**src/rtl/button_debouncer_pkg.sv**
```systemverilog
//==============================================================================
// Module      : button_debouncer_pkg
// Description : Shared state encoding and cycle-count helper for the debouncer.
// Revision    : 1.0
//==============================================================================
`default_nettype none

package button_debouncer_pkg;

    typedef logic [1:0] state_t;

    localparam state_t ST_RELEASED      = 2'd0;
    localparam state_t ST_CHECK_PRESS   = 2'd1;
    localparam state_t ST_PRESSED       = 2'd2;
    localparam state_t ST_CHECK_RELEASE = 2'd3;

    // Number of clk cycles spanning the given time for a clock given in kHz.
    function automatic int unsigned cycles_for_ms(input int unsigned khz,
                                                  input int unsigned ms);
        return khz * ms;
    endfunction

endpackage

`default_nettype wire

```
**src/rtl/button_debouncer_sync_2ff.sv**
```systemverilog
//==============================================================================
// Module      : sync_2ff
// Description : Two-flop synchronizer for a single asynchronous bit, reset to 0.
// Revision    : 1.0
//==============================================================================
`default_nettype none

module sync_2ff (
    input  logic clk,
    input  logic rst,
    input  logic d,
    output logic q
);

    logic r_s1;
    logic r_s2;

    always_ff @(posedge clk) begin
        if (rst) begin
            r_s1 <= 1'b0;
            r_s2 <= 1'b0;
        end else begin
            r_s1 <= d;
            r_s2 <= r_s1;
        end
    end

    assign q = r_s2;

endmodule

`default_nettype wire

```
**src/rtl/button_debouncer.sv**
```systemverilog
//==============================================================================
// Module      : button_debouncer
// Description : Debounces a raw button into a clean level plus press/release
//               pulses. Define BUTTON_DEBOUNCER_LONG_PRESS_EN to add btn_long.
// Revision    : 1.0
//==============================================================================
`default_nettype none

module button_debouncer
    import button_debouncer_pkg::*;
#(
    parameter int unsigned CLK_FREQ_KHz  = 50000,
    parameter int unsigned DEBOUNCE_MS   = 10,
    parameter int unsigned LONG_PRESS_MS = 1000
) (
    input  logic clk,
    input  logic rst,
    input  logic btn_in,
    output logic btn_level,
    output logic btn_press,
    output logic btn_release
`ifdef BUTTON_DEBOUNCER_LONG_PRESS_EN
    ,
    output logic btn_long
`endif
);

    localparam int unsigned c_STABLE_CNT = cycles_for_ms(CLK_FREQ_KHz, DEBOUNCE_MS);
    localparam int unsigned c_CNT_W      = $clog2(c_STABLE_CNT);
    localparam logic [c_CNT_W-1:0] c_CNT_MAX = c_CNT_W'(c_STABLE_CNT - 1);

    // A one-cycle window cannot be debounced and a zero hold time is meaningless.
    if (c_STABLE_CNT < 2 || LONG_PRESS_MS == 0) begin : g_cfg_check
        $error("button_debouncer: STABLE_CNT must be >= 2 and LONG_PRESS_MS > 0");
    end

    logic                 w_sync;
    state_t               r_state;
    logic [c_CNT_W-1:0]   r_cnt;
    logic                 r_level;
    logic                 r_press;
    logic                 r_release;

    sync_2ff u_sync (
        .clk (clk),
        .rst (rst),
        .d   (btn_in),
        .q   (w_sync)
    );

    always_ff @(posedge clk) begin
        if (rst) begin
            r_state   <= ST_RELEASED;
            r_cnt     <= '0;
            r_level   <= 1'b0;
            r_press   <= 1'b0;
            r_release <= 1'b0;
        end else begin
            r_press   <= 1'b0;
            r_release <= 1'b0;
            case (r_state)
                ST_RELEASED: begin
                    r_cnt <= '0;
                    if (w_sync) r_state <= ST_CHECK_PRESS;
                end
                ST_CHECK_PRESS: begin
                    if (!w_sync) begin
                        r_state <= ST_RELEASED;
                        r_cnt   <= '0;
                    end else if (r_cnt == c_CNT_MAX) begin
                        r_state <= ST_PRESSED;
                        r_cnt   <= '0;
                        r_level <= 1'b1;
                        r_press <= 1'b1;
                    end else begin
                        r_cnt <= r_cnt + c_CNT_W'(1);
                    end
                end
                ST_PRESSED: begin
                    r_cnt <= '0;
                    if (!w_sync) r_state <= ST_CHECK_RELEASE;
                end
                ST_CHECK_RELEASE: begin
                    if (w_sync) begin
                        r_state <= ST_PRESSED;
                        r_cnt   <= '0;
                    end else if (r_cnt == c_CNT_MAX) begin
                        r_state   <= ST_RELEASED;
                        r_cnt     <= '0;
                        r_level   <= 1'b0;
                        r_release <= 1'b1;
                    end else begin
                        r_cnt <= r_cnt + c_CNT_W'(1);
                    end
                end
                default: begin
                    r_state <= ST_RELEASED;
                    r_cnt   <= '0;
                end
            endcase
        end
    end

    assign btn_level   = r_level;
    assign btn_press   = r_press;
    assign btn_release = r_release;

`ifdef BUTTON_DEBOUNCER_LONG_PRESS_EN
    localparam int unsigned c_LONG_CNT = cycles_for_ms(CLK_FREQ_KHz, LONG_PRESS_MS);
    localparam int unsigned c_HOLD_W   = $clog2(c_LONG_CNT + 1);
    localparam logic [c_HOLD_W-1:0] c_HOLD_MAX = c_HOLD_W'(c_LONG_CNT);

    logic                  w_accept_press;
    logic [c_HOLD_W-1:0]   r_hold;
    logic                  r_long;

    assign w_accept_press = (r_state == ST_CHECK_PRESS) && w_sync && (r_cnt == c_CNT_MAX);

    // Saturation at LONG_CNT is what limits btn_long to one pulse per press.
    always_ff @(posedge clk) begin
        if (rst) begin
            r_hold <= '0;
            r_long <= 1'b0;
        end else begin
            r_long <= 1'b0;
            if (w_accept_press) begin
                r_hold <= '0;
            end else if ((r_state == ST_PRESSED || r_state == ST_CHECK_RELEASE) &&
                         (r_hold != c_HOLD_MAX)) begin
                r_hold <= r_hold + c_HOLD_W'(1);
                if (r_hold == c_HOLD_MAX - c_HOLD_W'(1)) r_long <= 1'b1;
            end
        end
    end

    assign btn_long = r_long;
`endif

endmodule

`default_nettype wire

```
**config.mk**
```make
export PLATFORM = sky130hd
export DESIGN_NAME = button_debouncer
export DESIGN_NICKNAME = d
export VERILOG_FILES = /design/src/rtl/button_debouncer_pkg.sv /design/src/rtl/button_debouncer_sync_2ff.sv /design/src/rtl/button_debouncer.sv
export SDC_FILE = /design/constraint.sdc
export NUM_CORES = 1
export LEC_CHECK = 0
export BUFFER_PORTS_ARGS = -buffer_cell sky130_fd_sc_hd__buf_2
export CORE_MARGIN = 1
export CORE_UTILIZATION = 38
export DETAILED_ROUTE_END_ITERATION = 10
export PLACE_DENSITY = 0.52
export SYNTH_ARGS = -nofsm -noshare
export SYNTH_HDL_FRONTEND = slang
export SYNTH_SLANG_ARGS = --single-unit
```
**constraint.sdc**
```tcl
create_clock -name clk -period 2.9 [get_ports clk]
set_clock_uncertainty 0.2 [all_clocks]
set_input_delay 0.58 -clock clk [delete_from_list [all_inputs] [get_ports clk]]
set_output_delay 0.58 -clock clk [all_outputs]
set_load 0.005 [all_outputs]
```
---- Yosys cells after proc, flatten, opt, wreduce, memory -nomap -nowiden ----
Cells that the tools add are included.
operators by class
  reduce and logical (&&, ||, !) cells .... 7
  bitwise logic cells ..................... 3
  add/subtract/negate cells ............... 1
  multiplexer cells ....................... 17
  equal/unequal tests ..................... 12
operators by type and width
  operator                                                               count
  19-bit two-way mux                                                     3
  19-bit one-hot mux with 3 select lines                                 1
  19-bit by 1-bit adder with 19-bit output, second input constant        1
  19-bit equality test, second input constant                            1
  2-bit two-way mux                                                      6
  2-bit != test, second input constant                                   4
  2-bit one-hot mux with 4 select lines                                  1
  3-bit OR reduction                                                     2
  1-bit two-way mux                                                      5
  5-bit AND reduction                                                    1
  2-bit equality test, second input constant                             2
  2-bit by 1-bit != test with 1-bit output, second input constant        2
  4-bit AND reduction                                                    1
  3-bit by 2-bit != test with 1-bit output, second input constant        1
  3-bit != test, second input constant                                   1
  1-bit NOT                                                              3
  2-bit by 1-bit equality test with 1-bit output, second input constant  1
  2-bit zero test                                                        1
  1-bit one-hot mux with 2 select lines                                  1
  2-bit nonzero test                                                     1
  2-bit OR reduction                                                     1
storage, ports and cells
  output and inout port bits .............. 3
  input bits .............................. 3
  word-level logic and storage cells ...... 47
  bits in registers ....................... 26

---- Logic depth before layout (Yosys ltp) ----
Gate-level depths: netlist of the first run.
  word-level depth ........................ 4
  mapped depth ............................ 7

---- Cells and area by module ----
Synthesis of the first run repeated with hierarchy kept, for this count alone.
second synthesis, totals
  cells, all modules ...................... 129
  area, all modules ....................... 1174.9 um^2
modules (own cells, without submodules)
  module            cells an instance  times used  area an instance (um^2)
  button_debouncer  125                1           1122.3
  sync_2ff          4                  1           52.6

---- Least setup slack after synthesis of the first run ----
No wires, ideal clock.
  path kind ............................... register -> register
  start ................................... register r_cnt[0]
  end ..................................... register r_cnt[15]
  slack ................................... 834 ps
  arrival ................................. 1751 ps
  stages on the path, launching flop included .. 8
  setup time .............................. 115 ps
  cells stage by stage .................... dfxtp_1 > ha_1 > nand3_1 > or4_1 > clkbuf_2 > o211ai_2 > buf_6 > nor2_1
on the way
  longest elaborated chain between the ends .. 4
  elaborated cells between the ends (all ways) .. 6
  classes of those cells .................. add/sub (1); eq/ne (1); mux (4)
RTL lines
  what                                                                                     RTL line                                        RTL
  from (decl)                                                                              button_debouncer.sv:39                          logic [c_CNT_W-1:0] r_cnt;
  from (signal assigned)                                                                   button_debouncer.sv:76                          r_cnt <= r_cnt + c_CNT_W'(1);
  from (signal assigned)                                                                   button_debouncer.sv:93                          r_cnt <= r_cnt + c_CNT_W'(1);
  19-bit by 1-bit adder with 19-bit output / 19-bit equality test (equally long branches)  --
  19-bit two-way mux (*)                                                                   button_debouncer.sv:70, button_debouncer.sv:87
  19-bit two-way mux, on equally long branches                                             button_debouncer.sv:84, button_debouncer.sv:67
  19-bit one-hot mux with 3 select lines (*)                                               button_debouncer.sv:61                          case (r_state)
Mark *: on every way between the ends. The rest lies on a longest branch, timed or not.
A chain may end at the register's enable or synchronous reset.

==> run_summary.xml, run 1 <==
<?xml version="1.0" encoding="UTF-8"?>
<metrics>
  <group name="detailed_routing">
    <metric name="vias_per_cell" unit="">5.45</metric>
    <metric name="antenna_left" unit="">0</metric>
    <metric name="firstDrtPassIters" unit="">4</metric>
    <metric name="drt_iter0_markers" unit="">31</metric>
    <metric name="routedWlPerCell" unit="um">12.9</metric>
    <metric name="total_vias_in_the_final_route" unit="">894</metric>
    <metric name="postRouteWirelength" unit="mm">2.11</metric>
    <metric name="drc" unit="">0</metric>
  </group>
  <group name="sta">
    <metric name="finalCriticalPeriod" unit="ns">2.23</metric>
    <metric name="timing.final.crit_share" unit="%">77.0</metric>
    <metric name="finalHoldViolCount" unit="">0</metric>
    <metric name="final_setup_vio_count" unit="">0</metric>
    <metric name="normalized_max_slew_margin" unit="%">59.6</metric>
    <metric name="fmax" unit="GHz">0.448</metric>
    <metric name="setup_tns" unit="ns">0</metric>
    <metric name="drv_slew" unit="">0</metric>
    <metric name="max_slew.worst_pin.slew" unit="ns">0.601</metric>
    <metric name="rsz0062_at_grt" unit="">false</metric>
  </group>
  <group name="synthesis">
    <metric name="yosys.area_share.simple" unit="%">30.9</metric>
    <metric name="dominant_combinational_cell_family_by_area_after_synthesis" unit="">simple AND/OR/NAND/NOR gates</metric>
    <metric name="netlist.area_leader.share" unit="%">46.1</metric>
    <metric name="synthCells" unit="">128</metric>
    <metric name="yosys.cell_types.count" unit="">31</metric>
    <metric name="synth.mux.area_fraction" unit="%">0</metric>
    <metric name="ys_top_cells_by_area" unit="">dfxtp_1 46%, xor2_1 6.2%, nand3_1 4.9%</metric>
    <metric name="syn_area_per_cell" unit="um^2">8.83</metric>
    <metric name="synth_largest_area_cell" unit="">dfxtp_1</metric>
    <metric name="yosysSeqAreaShare" unit="%">46.1</metric>
    <metric name="synthesized_area_fraction_occupied_by_ao_oa_aoi_and_oai_cells" unit="%">8.86</metric>
    <metric name="xor_and_xnor_area_share_after_synthesis" unit="%">9.30</metric>
    <metric name="ys_seq_elements" unit="">26</metric>
    <metric name="synth_adder_area_share" unit="%">1.11</metric>
    <metric name="netlist_area" unit="um^2">1130</metric>
    <metric name="synth_fp_nets" unit="">132</metric>
    <metric name="yosysWarnings" unit="">0</metric>
  </group>
  <group name="clocking">
    <metric name="clk_transition_reported_paths" unit="ns">0.14</metric>
    <metric name="clock-root-buffer" unit="">clkbuf_4</metric>
    <metric name="cts-resized-gates" unit="">0</metric>
    <metric name="clock_tree.buffer_depth" unit="">2</metric>
    <metric name="numCtsBuffers" unit="">3</metric>
    <metric name="tritoncts_clock_tree" unit="">done</metric>
    <metric name="cts.hold.buffers_added" unit="">0</metric>
    <metric name="cts_max_level" unit="">1</metric>
    <metric name="cts_num_sinks" unit="">26</metric>
    <metric name="total_setup_buffers_inserted_after_cts" unit="">0</metric>
    <metric name="clk_latency" unit="ns">0.32</metric>
  </group>
  <group name="layout">
    <metric name="final_net_count" unit="">139</metric>
    <metric name="post-route-util" unit="%">43.1</metric>
    <metric name="areaGrowthSynthToFinish" unit="%">6.20</metric>
    <metric name="antenna_cells" unit="">0</metric>
    <metric name="final_layout_size_suffix_gt1_share" unit="%">11.3</metric>
  </group>
  <group name="worst_setup_path">
    <metric name="critical_path_class" unit="">flop to flop</metric>
    <metric name="cp.arrival" unit="ns">2.29</metric>
    <metric name="endpoint_kind" unit="">flop</metric>
    <metric name="reg2reg_slack" unit="ns">0.67</metric>
    <metric name="timing.critical_path.required" unit="ns">2.95</metric>
    <metric name="critical_path_peak_fanout" unit="">6</metric>
    <metric name="start_kind" unit="">flop</metric>
  </group>
  <group name="power">
    <metric name="vdd_drop_max" unit="uV">223</metric>
    <metric name="power.leakage" unit="nW">0.372</metric>
    <metric name="powerDensity" unit="nW/um^2">434</metric>
    <metric name="report.power.total" unit="uW">521</metric>
  </group>
  <group name="global_routing">
    <metric name="grt_remaining_overflow" unit="">0</metric>
    <metric name="grt_pass1_vias" unit="">794</metric>
    <metric name="grt_antenna_before_repair" unit="">0</metric>
    <metric name="grt_usage" unit="%">14.6</metric>
    <metric name="grt_first_pass_wirelength" unit="mm">3.62</metric>
    <metric name="grt_start_max_net_pins" unit="">20</metric>
  </group>
  <group name="placed_design">
    <metric name="io_buffers" unit="">5</metric>
    <metric name="routabilityCongestion" unit="">0.784</metric>
    <metric name="dpl.hpwl" unit="mm">1.47</metric>
  </group>
  <group name="run_status">
    <metric name="run_status" unit="">finished, final reports clean</metric>
  </group>
  <group name="die">
    <metric name="num_io_pins" unit="">6</metric>
    <metric name="core_region_area" unit="um^2">2780</metric>
    <metric name="die_area" unit="um^2">3200</metric>
    <metric name="die_y" unit="um">56.5</metric>
    <metric name="fp-row-count" unit="">19</metric>
    <metric name="floorplan.initialDensity" unit="%">40.6</metric>
    <metric name="die_w" unit="um">56.5</metric>
  </group>
  <group name="hold_path">
    <metric name="worstHoldPathType" unit="">flop to flop</metric>
  </group>
  <group name="run">
    <metric name="max_cap_viol_count" unit="">0</metric>
  </group>
</metrics>
[through the flow]
step	instances	instance area, um^2	hold WS, ns	setup WS, ns
finish	164	1200	0.259	0.666
global route	164	1200	0.260	0.515
CTS	164	1200	0.255	0.667
detailed placement	161	1180	0.235	0.708
global placement	161	1180	0.222	0.814
floorplan	128	1130	0.214	0.834
[final timing paths]
path                     from        to  cells past startpoint
setup / recovery     r_cnt[0]      flop                      5
hold / removal    u_sync.r_s1  u_sync.q                      1
setup reg to reg     r_cnt[0]      flop                      5
hold reg to reg   u_sync.r_s1  u_sync.q                      1
[synthesized netlist by cell type]
library cell and n:
ha_1 1, nor4b_1 2, a21oi_1 7, inv_1 5
nor2b_1 2, nand2_1 3, nor4_1 1, o21ai_0 6
nand3_2 1, and4_1 1, or3_1 4, buf_6 1
and2_1 2, o211ai_2 1, dfxtp_1 26, clkbuf_2 1
or2_2 2, a31oi_1 1, o31ai_1 1, and3_1 3
xor2_1 8, nand4_1 7, a31o_2 1, nor2_1 14
nor3_1 4, nand2b_1 2, xnor2_1 4, and3_2 1
or4_1 3, nand3_1 11, clkbuf_1 2
[logic make-up after synthesis]
kind of cell / after synthesis
adders and majority gates: 1
AOI/OAI and AO/OA: 17
xor gates and xnor gates: 12
buffers and inverters: 9
DFF: 26
and+or+nand+nor: 63
[layout by cell type, fill, tap and decap left out, drive strengths merged, types with 3 or more instances in the layout]
master  Yosys  routed
a21oi       7       7
dfxtp      26      26
nor2       14      14
or4         3       3
o21ai       6       6
nor3        4       4
nand3      12      12
or3         4       4
nand2       3       3
inv         5       5
nand4       7       7
buf         1       6
and3        4       4
xor2        8       8
xnor2       4       4
clkbuf      3       3
[state kept, by name, summed over array words and instances (netlist names), named ones only]
| name | cells |
|---|---|
| btn_level | 1 |
| btn_press | 1 |
| btn_release | 1 |
| r_cnt | 19 |
| r_state | 1 |
| u_sync.q | 1 |
| u_sync.r_s1 | 1 |
[routing by layer]
metal  part of all wire (%)  vias up  global-route usage [%]
li1                       -      462                       -
met1                     52      420                    20.8
met2                     45       10                    21.5
met3                    2.0        2                    2.07
met4                    1.0        0                    7.32
met5                      0        -                       0
[worst max-delay path, cell delays in order (launching register included)]
cell and delay, ns:
dfxtp_1 0.42, ha_1 0.27, nand3_1 0.10, or4_1 0.51, or4_1 0.51, a21oi_1 0.15
[area by class of cell]
class | count | area (um^2)
clock buffer | 3 | 22.5
fill | 289 | 1580
tap | 31 | 38.8
multi-input combinational | 93 | 567
sequential | 26 | 520
inverter | 5 | 18.8
timing repair buffer | 6 | 32.5
[where the power goes]
part	switching [mW]	total [mW]	internal (mW)
sequential	0.00179	0.362	0.360
combinational	0.00425	0.00842	0.00417
clock	0.102	0.151	0.0486
total	0.108	0.521	0.413
Note: power is estimated with default switching activity, not from simulation.
==> inputs of run 2 (changes only) <==
==> constraint.sdc (replaced) <==
create_clock -name clk -period 2.1 [get_ports clk]
set_clock_uncertainty 0.2 [all_clocks]
set_input_delay 0.42 -clock clk [delete_from_list [all_inputs] [get_ports clk]]
set_output_delay 0.42 -clock clk [all_outputs]
set_load 0.005 [all_outputs]
==> run 2 against run 1 <==
  * Count of clock-buffer cells in the layout unchanged
  * Via count up 3.7%
  * Worst setup slack worse by 0.54 ns
  * Non-clock buffer count up 11
  * First-iteration DRC count up 3.2%
  * Critical path depth unchanged
  * Global-route usage up 0.72 points
  * Final area up 7.7%
  * Final cell count up 6.7%
  * Total power up 36%
  * Critical path type unchanged
  * Sequential share of layout area down 3.1 points
==> run_summary.xml, run 2 (synthesis results as in run 1) <==
<?xml version="1.0" encoding="UTF-8"?>
<metrics>
  <group name="run_status">
    <metric name="run_status" unit="">finished, final reports clean</metric>
  </group>
  <group name="placed_design">
    <metric name="placed_cell_area" unit="um^2">1260</metric>
    <metric name="io_buffers" unit="">5</metric>
    <metric name="dpl.hpwl" unit="mm">1.62</metric>
    <metric name="routabilityCongestion" unit="">0.768</metric>
    <metric name="placed_cells" unit="">172</metric>
  </group>
  <group name="worst_setup_path">
    <metric name="critical_path.n_buffers_inverters" unit="">0</metric>
    <metric name="cp.arrival" unit="ns">2.02</metric>
    <metric name="max_stage_delay" unit="ns">0.48</metric>
    <metric name="endpoint_kind" unit="">flop</metric>
    <metric name="critical_path_peak_fanout" unit="">6</metric>
    <metric name="reg2reg_slack" unit="ns">0.12</metric>
    <metric name="ff2ff_path_depth" unit="">5</metric>
    <metric name="timing.critical_path.required" unit="ns">2.14</metric>
    <metric name="critPathTopFamily" unit="">simple AND/OR/NAND/NOR gates</metric>
    <metric name="crit_chain" unit="">ha_1 &gt; nand3_1 &gt; or4_4 &gt; or4_1 &gt; a21oi_1</metric>
    <metric name="start_kind" unit="">flop</metric>
    <metric name="rr_startpoint" unit="">r_cnt[0]</metric>
    <metric name="critical_path.slowest_cell" unit="">or4_1</metric>
    <metric name="critical_path_class" unit="">flop to flop</metric>
  </group>
  <group name="power">
    <metric name="clkPwrFrac" unit="%">27.8</metric>
    <metric name="net-switching-power" unit="uW">139</metric>
    <metric name="power.internal" unit="uW">570</metric>
    <metric name="vdd_drop_max" unit="uV">305</metric>
    <metric name="power.leakage" unit="nW">0.433</metric>
    <metric name="report.power.total" unit="uW">709</metric>
    <metric name="powerDensity" unit="nW/um^2">548</metric>
    <metric name="switching_share" unit="%">19.6</metric>
    <metric name="seq_power_share" unit="%">70.5</metric>
    <metric name="p_comb_share" unit="%">1.7</metric>
  </group>
  <group name="layout">
    <metric name="final_net_count" unit="">150</metric>
    <metric name="instances_no_fill" unit="">175</metric>
    <metric name="areaGrowthSynthToFinish" unit="%">14.4</metric>
    <metric name="antenna_cells" unit="">0</metric>
    <metric name="top_register" unit="">r_cnt</metric>
    <metric name="layout_commonest_cell" unit="">dfxtp_1</metric>
    <metric name="fillerInstances" unit="">280</metric>
    <metric name="final_layout_size_suffix_gt1_share" unit="%">19.4</metric>
    <metric name="mostFrequentLayoutCells" unit="">26 x dfxtp_1, 14 x nor2_1, 12 x buf_4</metric>
    <metric name="largest_register_ffs" unit="">19</metric>
    <metric name="finalInstanceArea" unit="um^2">1290</metric>
  </group>
  <group name="detailed_routing">
    <metric name="total_vias_in_the_final_route" unit="">927</metric>
    <metric name="drc" unit="">0</metric>
    <metric name="firstDrtPassIters" unit="">3</metric>
    <metric name="vias_per_cell" unit="">5.30</metric>
    <metric name="antenna_left" unit="">0</metric>
    <metric name="postRouteWirelength" unit="mm">2.11</metric>
    <metric name="routedWlPerCell" unit="um">12.1</metric>
    <metric name="drt_iter0_markers" unit="">32</metric>
  </group>
  <group name="global_routing">
    <metric name="grt_remaining_overflow" unit="">0</metric>
    <metric name="grt_antenna_before_repair" unit="">0</metric>
    <metric name="grt_pass1_vias" unit="">908</metric>
    <metric name="grt_first_pass_wirelength" unit="mm">3.92</metric>
    <metric name="grt_usage" unit="%">15.3</metric>
    <metric name="grt_start_max_net_pins" unit="">14</metric>
  </group>
  <group name="clocking">
    <metric name="clock_tree.buffer_depth" unit="">2</metric>
    <metric name="clock-root-buffer" unit="">clkbuf_4</metric>
    <metric name="tritoncts_clock_tree" unit="">done</metric>
    <metric name="clk_transition_reported_paths" unit="ns">0.13</metric>
    <metric name="numCtsBuffers" unit="">3</metric>
    <metric name="clk_latency" unit="ns">0.30</metric>
    <metric name="cts_max_level" unit="">1</metric>
    <metric name="cts_num_sinks" unit="">26</metric>
  </group>
  <group name="hold_path">
    <metric name="worstHoldPathType" unit="">input pin to flop</metric>
    <metric name="worstHoldStart" unit="">btn_in</metric>
    <metric name="min_delay_path_depth" unit="">2</metric>
    <metric name="holdPathEnd" unit="">u_sync.r_s1</metric>
  </group>
  <group name="sta">
    <metric name="fmax" unit="GHz">0.506</metric>
    <metric name="setup_tns" unit="ns">0</metric>
    <metric name="final_setup_vio_count" unit="">0</metric>
    <metric name="fin_worst_hold_slack" unit="ns">0.124</metric>
    <metric name="normalized_max_slew_margin" unit="%">72.7</metric>
    <metric name="max_slew.worst_pin.slew" unit="ns">0.404</metric>
    <metric name="rsz0062_at_grt" unit="">false</metric>
    <metric name="finalHoldViolCount" unit="">0</metric>
    <metric name="timing.final.crit_share" unit="%">94.2</metric>
    <metric name="drv_slew" unit="">0</metric>
    <metric name="finalCriticalPeriod" unit="ns">1.98</metric>
  </group>
  <group name="die">
    <metric name="die_w" unit="um">56.5</metric>
    <metric name="floorplan.initialDensity" unit="%">40.6</metric>
    <metric name="die_y" unit="um">56.5</metric>
    <metric name="num_io_pins" unit="">6</metric>
    <metric name="core_region_area" unit="um^2">2780</metric>
    <metric name="die_area" unit="um^2">3200</metric>
    <metric name="fp-row-count" unit="">19</metric>
  </group>
  <group name="run">
    <metric name="max_cap_viol_count" unit="">0</metric>
  </group>
</metrics>
run 2: changes by cell type in the layout (fill, tap and decap cells not counted):
cell     delta
nor4b_1     -1
nor4b_2     +1
buf_4      +11
or4_1       -1
or4_4       +1
run 2: metrics by stage:
step	worst slack (ns)	utilization, %
floorplan	0.0340	-
global placement	0.183	45.3
detailed placement	0.105	45.3
CTS	0.0581	46.1
global route	0.0211	46.5
finish	0.123	46.5
run 2: what timing repair did:
| item | CTS | global route |
|---|---|---|
| setup buffers | 0 | 0 |
| endpoints found under the setup margin | 0 | 3 |
| resized for setup | 0 | 2 |
| hold buffers | 0 | 0 |
run 2: layer usage:
metal | routed length [um] | share of wire [%] | GRT usage [%]
met1 | 1080 | 51 | 21.2
met2 | 981 | 46 | 24.5
met3 | 32 | 1.5 | 2.07
met4 | 17 | 0.81 | 5.23
met5 | 0 | 0 | 0
run 2: how the worst max path moves through the flow:
stage	start	end	slack, ns	cells past startpoint
5_1_grt	r_cnt[0]	flop	0.02	5
3_3_place_gp	r_cnt[0]	flop	0.18	5
3_5_place_dp	r_cnt[0]	flop	0.11	5
4_1_cts	r_cnt[0]	flop	0.06	5
2_1_floorplan	r_cnt[0]	r_cnt[15]	0.03	7
6_report	r_cnt[0]	flop	0.12	5
run 2: cell type report:
type | count | area (um^2) | area share, %
Tap cell | 31 | 38.8 | 3.00
Clock buffer | 3 | 22.5 | 1.74
Inverter | 5 | 18.8 | 1.45
Multi-Input combinational cell | 93 | 577 | 44.6
Sequential cell | 26 | 520 | 40.3
Timing Repair Buffer | 17 | 115 | 8.91
run 2: worst reg2reg max path: cells and delay by family, from the launching register on:
kind	cells	cell delay, ns
AND/OR/NAND/NOR	3	1.03
flip-flops	1	0.36
adder cells (fa/ha/maj)	1	0.17
AO/OA/AOI/OAI	1	0.16
run 2: power by group through the flow:
| stage | logic [mW] | clock network [mW] | registers [mW] |
|---|---|---|---|
| after CTS | 0.0121 | 0.215 | 0.500 |
| after global routing | 0.0139 | 0.235 | 0.501 |
| after floorplan | 0.00565 | 0 | 0.511 |
| after global placement | 0.0119 | 0 | 0.511 |
| final | 0.0117 | 0.197 | 0.500 |
| after detailed placement | 0.0120 | 0 | 0.511 |
==> inputs of run 3 (changes only) <==
--- a/config.mk
+++ b/config.mk
@@ -5,11 +5,10 @@
 export SDC_FILE = /design/constraint.sdc
 export NUM_CORES = 1
 export LEC_CHECK = 0
-export BUFFER_PORTS_ARGS = -buffer_cell sky130_fd_sc_hd__buf_2
 export CORE_MARGIN = 1
 export CORE_UTILIZATION = 38
 export DETAILED_ROUTE_END_ITERATION = 10
-export PLACE_DENSITY = 0.52
+export DONT_BUFFER_PORTS = 1
 export SYNTH_ARGS = -nofsm -noshare
 export SYNTH_HDL_FRONTEND = slang
 export SYNTH_SLANG_ARGS = --single-unit
==> constraint.sdc (replaced) <==
create_clock -name clk -period 1.95 [get_ports clk]
set_clock_uncertainty 0.2 [all_clocks]
set_input_delay 0.39 -clock clk [delete_from_list [all_inputs] [get_ports clk]]
set_output_delay 0.39 -clock clk [all_outputs]
set_load 0.005 [all_outputs]
==> run 3 against run 2 <==
  * The run now ends with negative hold slack, negative setup slack left
  * Flip-flop and latch count stayed put
  * Maximum frequency is 0.67% higher
  * Count of clock-buffer cells in the layout stayed put
  * Hold slack worse by 0.21 ns
  * Final cell count is 1.7% higher
  * Largest power group unchanged
==> run_summary.xml, run 3 (synthesis results as in run 1) <==
<?xml version="1.0" encoding="UTF-8"?>
<metrics>
  <group name="run_status">
    <metric name="run_status" unit="">complete, but fails checks</metric>
    <metric name="violations_in_the_final_reports" unit="">negative hold slack, negative setup slack</metric>
  </group>
  <group name="die">
    <metric name="die_area" unit="um^2">3200</metric>
    <metric name="core_region_area" unit="um^2">2780</metric>
    <metric name="fp-row-count" unit="">19</metric>
    <metric name="die_w" unit="um">56.5</metric>
    <metric name="floorplan.initialDensity" unit="%">40.6</metric>
    <metric name="num_io_pins" unit="">6</metric>
    <metric name="die_y" unit="um">56.5</metric>
  </group>
  <group name="detailed_routing">
    <metric name="total_vias_in_the_final_route" unit="">946</metric>
    <metric name="drc" unit="">0</metric>
    <metric name="drt_iter0_markers" unit="">31</metric>
    <metric name="antenna_left" unit="">0</metric>
    <metric name="postRouteWirelength" unit="mm">2.21</metric>
    <metric name="firstDrtPassIters" unit="">4</metric>
    <metric name="routedWlPerCell" unit="um">12.4</metric>
    <metric name="vias_per_cell" unit="">5.31</metric>
  </group>
  <group name="layout">
    <metric name="layout_commonest_cell" unit="">dfxtp_1</metric>
    <metric name="final_net_count" unit="">152</metric>
    <metric name="largest_register_ffs" unit="">19</metric>
    <metric name="areaGrowthSynthToFinish" unit="%">23.7</metric>
    <metric name="top_register" unit="">r_cnt</metric>
    <metric name="antenna_cells" unit="">0</metric>
    <metric name="final_layout_size_suffix_gt1_share" unit="%">23.1</metric>
    <metric name="mostFrequentLayoutCells" unit="">23 x dfxtp_1, 16 x buf_4, 14 x nor2_1</metric>
  </group>
  <group name="sta">
    <metric name="rsz0062_at_grt" unit="">true</metric>
    <metric name="finalCriticalPeriod" unit="ns">1.96</metric>
    <metric name="timing.final.crit_share" unit="%">101</metric>
    <metric name="max_slew.worst_pin.slew" unit="ns">0.309</metric>
    <metric name="final_critical_path_setup_slack" unit="ns">-0.0142</metric>
    <metric name="fmax" unit="GHz">0.509</metric>
    <metric name="final_setup_vio_count" unit="">1</metric>
    <metric name="finalHoldViolCount" unit="">4</metric>
    <metric name="drv_slew" unit="">0</metric>
    <metric name="fin_worst_hold_slack" unit="ns">-0.0887</metric>
    <metric name="setup_tns" unit="ns">-0.0142</metric>
    <metric name="normalized_max_slew_margin" unit="%">79.2</metric>
  </group>
  <group name="hold_path">
    <metric name="worstHoldPathType" unit="">input pin to flop</metric>
    <metric name="worstHoldStart" unit="">rst</metric>
  </group>
  <group name="power">
    <metric name="seq_power_share" unit="%">58.9</metric>
    <metric name="p_comb_share" unit="%">1.1</metric>
    <metric name="net-switching-power" unit="uW">166</metric>
    <metric name="power.leakage" unit="nW">0.462</metric>
    <metric name="power.internal" unit="uW">750</metric>
    <metric name="vdd_drop_max" unit="uV">485</metric>
    <metric name="clkPwrFrac" unit="%">40.0</metric>
    <metric name="powerDensity" unit="nW/um^2">656</metric>
    <metric name="switching_share" unit="%">18.2</metric>
  </group>
  <group name="clocking">
    <metric name="clk_latency" unit="ns">0.32</metric>
    <metric name="clk_transition_reported_paths" unit="ns">0.14</metric>
    <metric name="cts_num_sinks" unit="">26</metric>
    <metric name="clock_tree.buffer_depth" unit="">2</metric>
    <metric name="clock-root-buffer" unit="">clkbuf_4</metric>
    <metric name="total_setup_buffers_inserted_after_cts" unit="">0</metric>
    <metric name="cts_max_level" unit="">1</metric>
    <metric name="numCtsBuffers" unit="">3</metric>
    <metric name="tritoncts_clock_tree" unit="">done</metric>
    <metric name="cts.hold.buffers_added" unit="">2</metric>
  </group>
  <group name="worst_setup_path">
    <metric name="critical_path_class" unit="">flop to flop</metric>
    <metric name="rr_startpoint" unit="">r_cnt[1]</metric>
    <metric name="critical_path.slowest_cell" unit="">or4_1</metric>
    <metric name="timing.critical_path.required" unit="ns">2.01</metric>
    <metric name="critical_path.n_buffers_inverters" unit="">0</metric>
    <metric name="critical_path_peak_fanout" unit="">6</metric>
    <metric name="crit_chain" unit="">ha_4 &gt; nand3_2 &gt; or4_4 &gt; or4_1 &gt; a21oi_1</metric>
    <metric name="critPathTopFamily" unit="">simple AND/OR/NAND/NOR gates</metric>
    <metric name="endpoint_kind" unit="">flop</metric>
    <metric name="start_kind" unit="">flop</metric>
    <metric name="crit_start" unit="">r_cnt[1]</metric>
    <metric name="max_stage_delay" unit="ns">0.48</metric>
    <metric name="cp.arrival" unit="ns">2.02</metric>
  </group>
  <group name="global_routing">
    <metric name="grt_usage" unit="%">15.3</metric>
    <metric name="grt_start_max_net_pins" unit="">20</metric>
    <metric name="grt_antenna_before_repair" unit="">0</metric>
    <metric name="grt_first_pass_wirelength" unit="mm">3.84</metric>
    <metric name="grt_remaining_overflow" unit="">0</metric>
    <metric name="grt_pass1_vias" unit="">913</metric>
  </group>
  <group name="placed_design">
    <metric name="io_buffers" unit="">0</metric>
    <metric name="routabilityCongestion" unit="">0.746</metric>
    <metric name="dpl.hpwl" unit="mm">1.61</metric>
  </group>
  <group name="run">
    <metric name="max_cap_viol_count" unit="">0</metric>
  </group>
</metrics>
==> run 3: cell count changes in the layout (fill, tap and decap cells not counted), sizes merged <==
cell and delta:
dlygate4sd3 +2, bufinv +1
==> run 3: final cells by class <==
type	count	area, um^2
clock buffers	3	22.5
clock inverters	1	30.0
fillers	285	1380
inverters	5	18.8
multi-input cells	93	603
flip-flops and latches	26	524
well taps	31	38.8
repair buffers	19	160
==> run 3: worst register-to-register path: stages (launching register included) <==
cell,delay (ns)
dfxtp_2,0.38
ha_4,0.15
nand3_2,0.08
or4_4,0.47
or4_1,0.48
a21oi_1,0.15
==> run 3: power groups by stage <==
stage | registers, mW | clock network [mW] | logic (mW)
after floorplan | 0.550 | 0 | 0.00635
after global placement | 0.551 | 0 | 0.00754
after detailed placement | 0.551 | 0 | 0.00755
after CTS | 0.539 | 0.382 | 0.0102
after global routing | 0.540 | 0.398 | 0.0111
final | 0.539 | 0.367 | 0.0101
==> run 3: metrics by stage <==
step	utilization, %	cells	setup slack, ns	total power [mW]	instance area [um^2]
6_report	50.2	178	-0.0142	0.916	1400
5_1_grt	50.2	178	-0.0702	0.949	1400
4_1_cts	50.0	178	-0.000979	0.931	1390
3_5_place_dp	47.1	172	-0.0559	0.558	1310
3_3_place_gp	47.1	172	-0.00443	0.558	1310
2_1_floorplan	-	128	-0.0309	0.556	1160
==> run 3: worst paths after layout <==
check               to  slack [ns]  cells past startpoint
max               flop       -0.01                      5
max reg2reg       flop       -0.01                      5
min reg2reg  r_cnt[18]        0.29                      2
min          btn_level       -0.09                      1
==> run 3: per-layer routing <==
metal	up-vias	GRT usage (%)	wire, um
li1	492	-	-
met1	444	18.9	1080
met2	6	25.5	1060
met3	4	2.30	32
met4	0	7.67	35
met5	-	0	0
==> run 3: timing repair <==
item	in CTS	in global routing
gates resized for setup	2	1
endpoints found under the hold margin	6	4
setup endpoints to repair	1	9
gates cloned	0	0
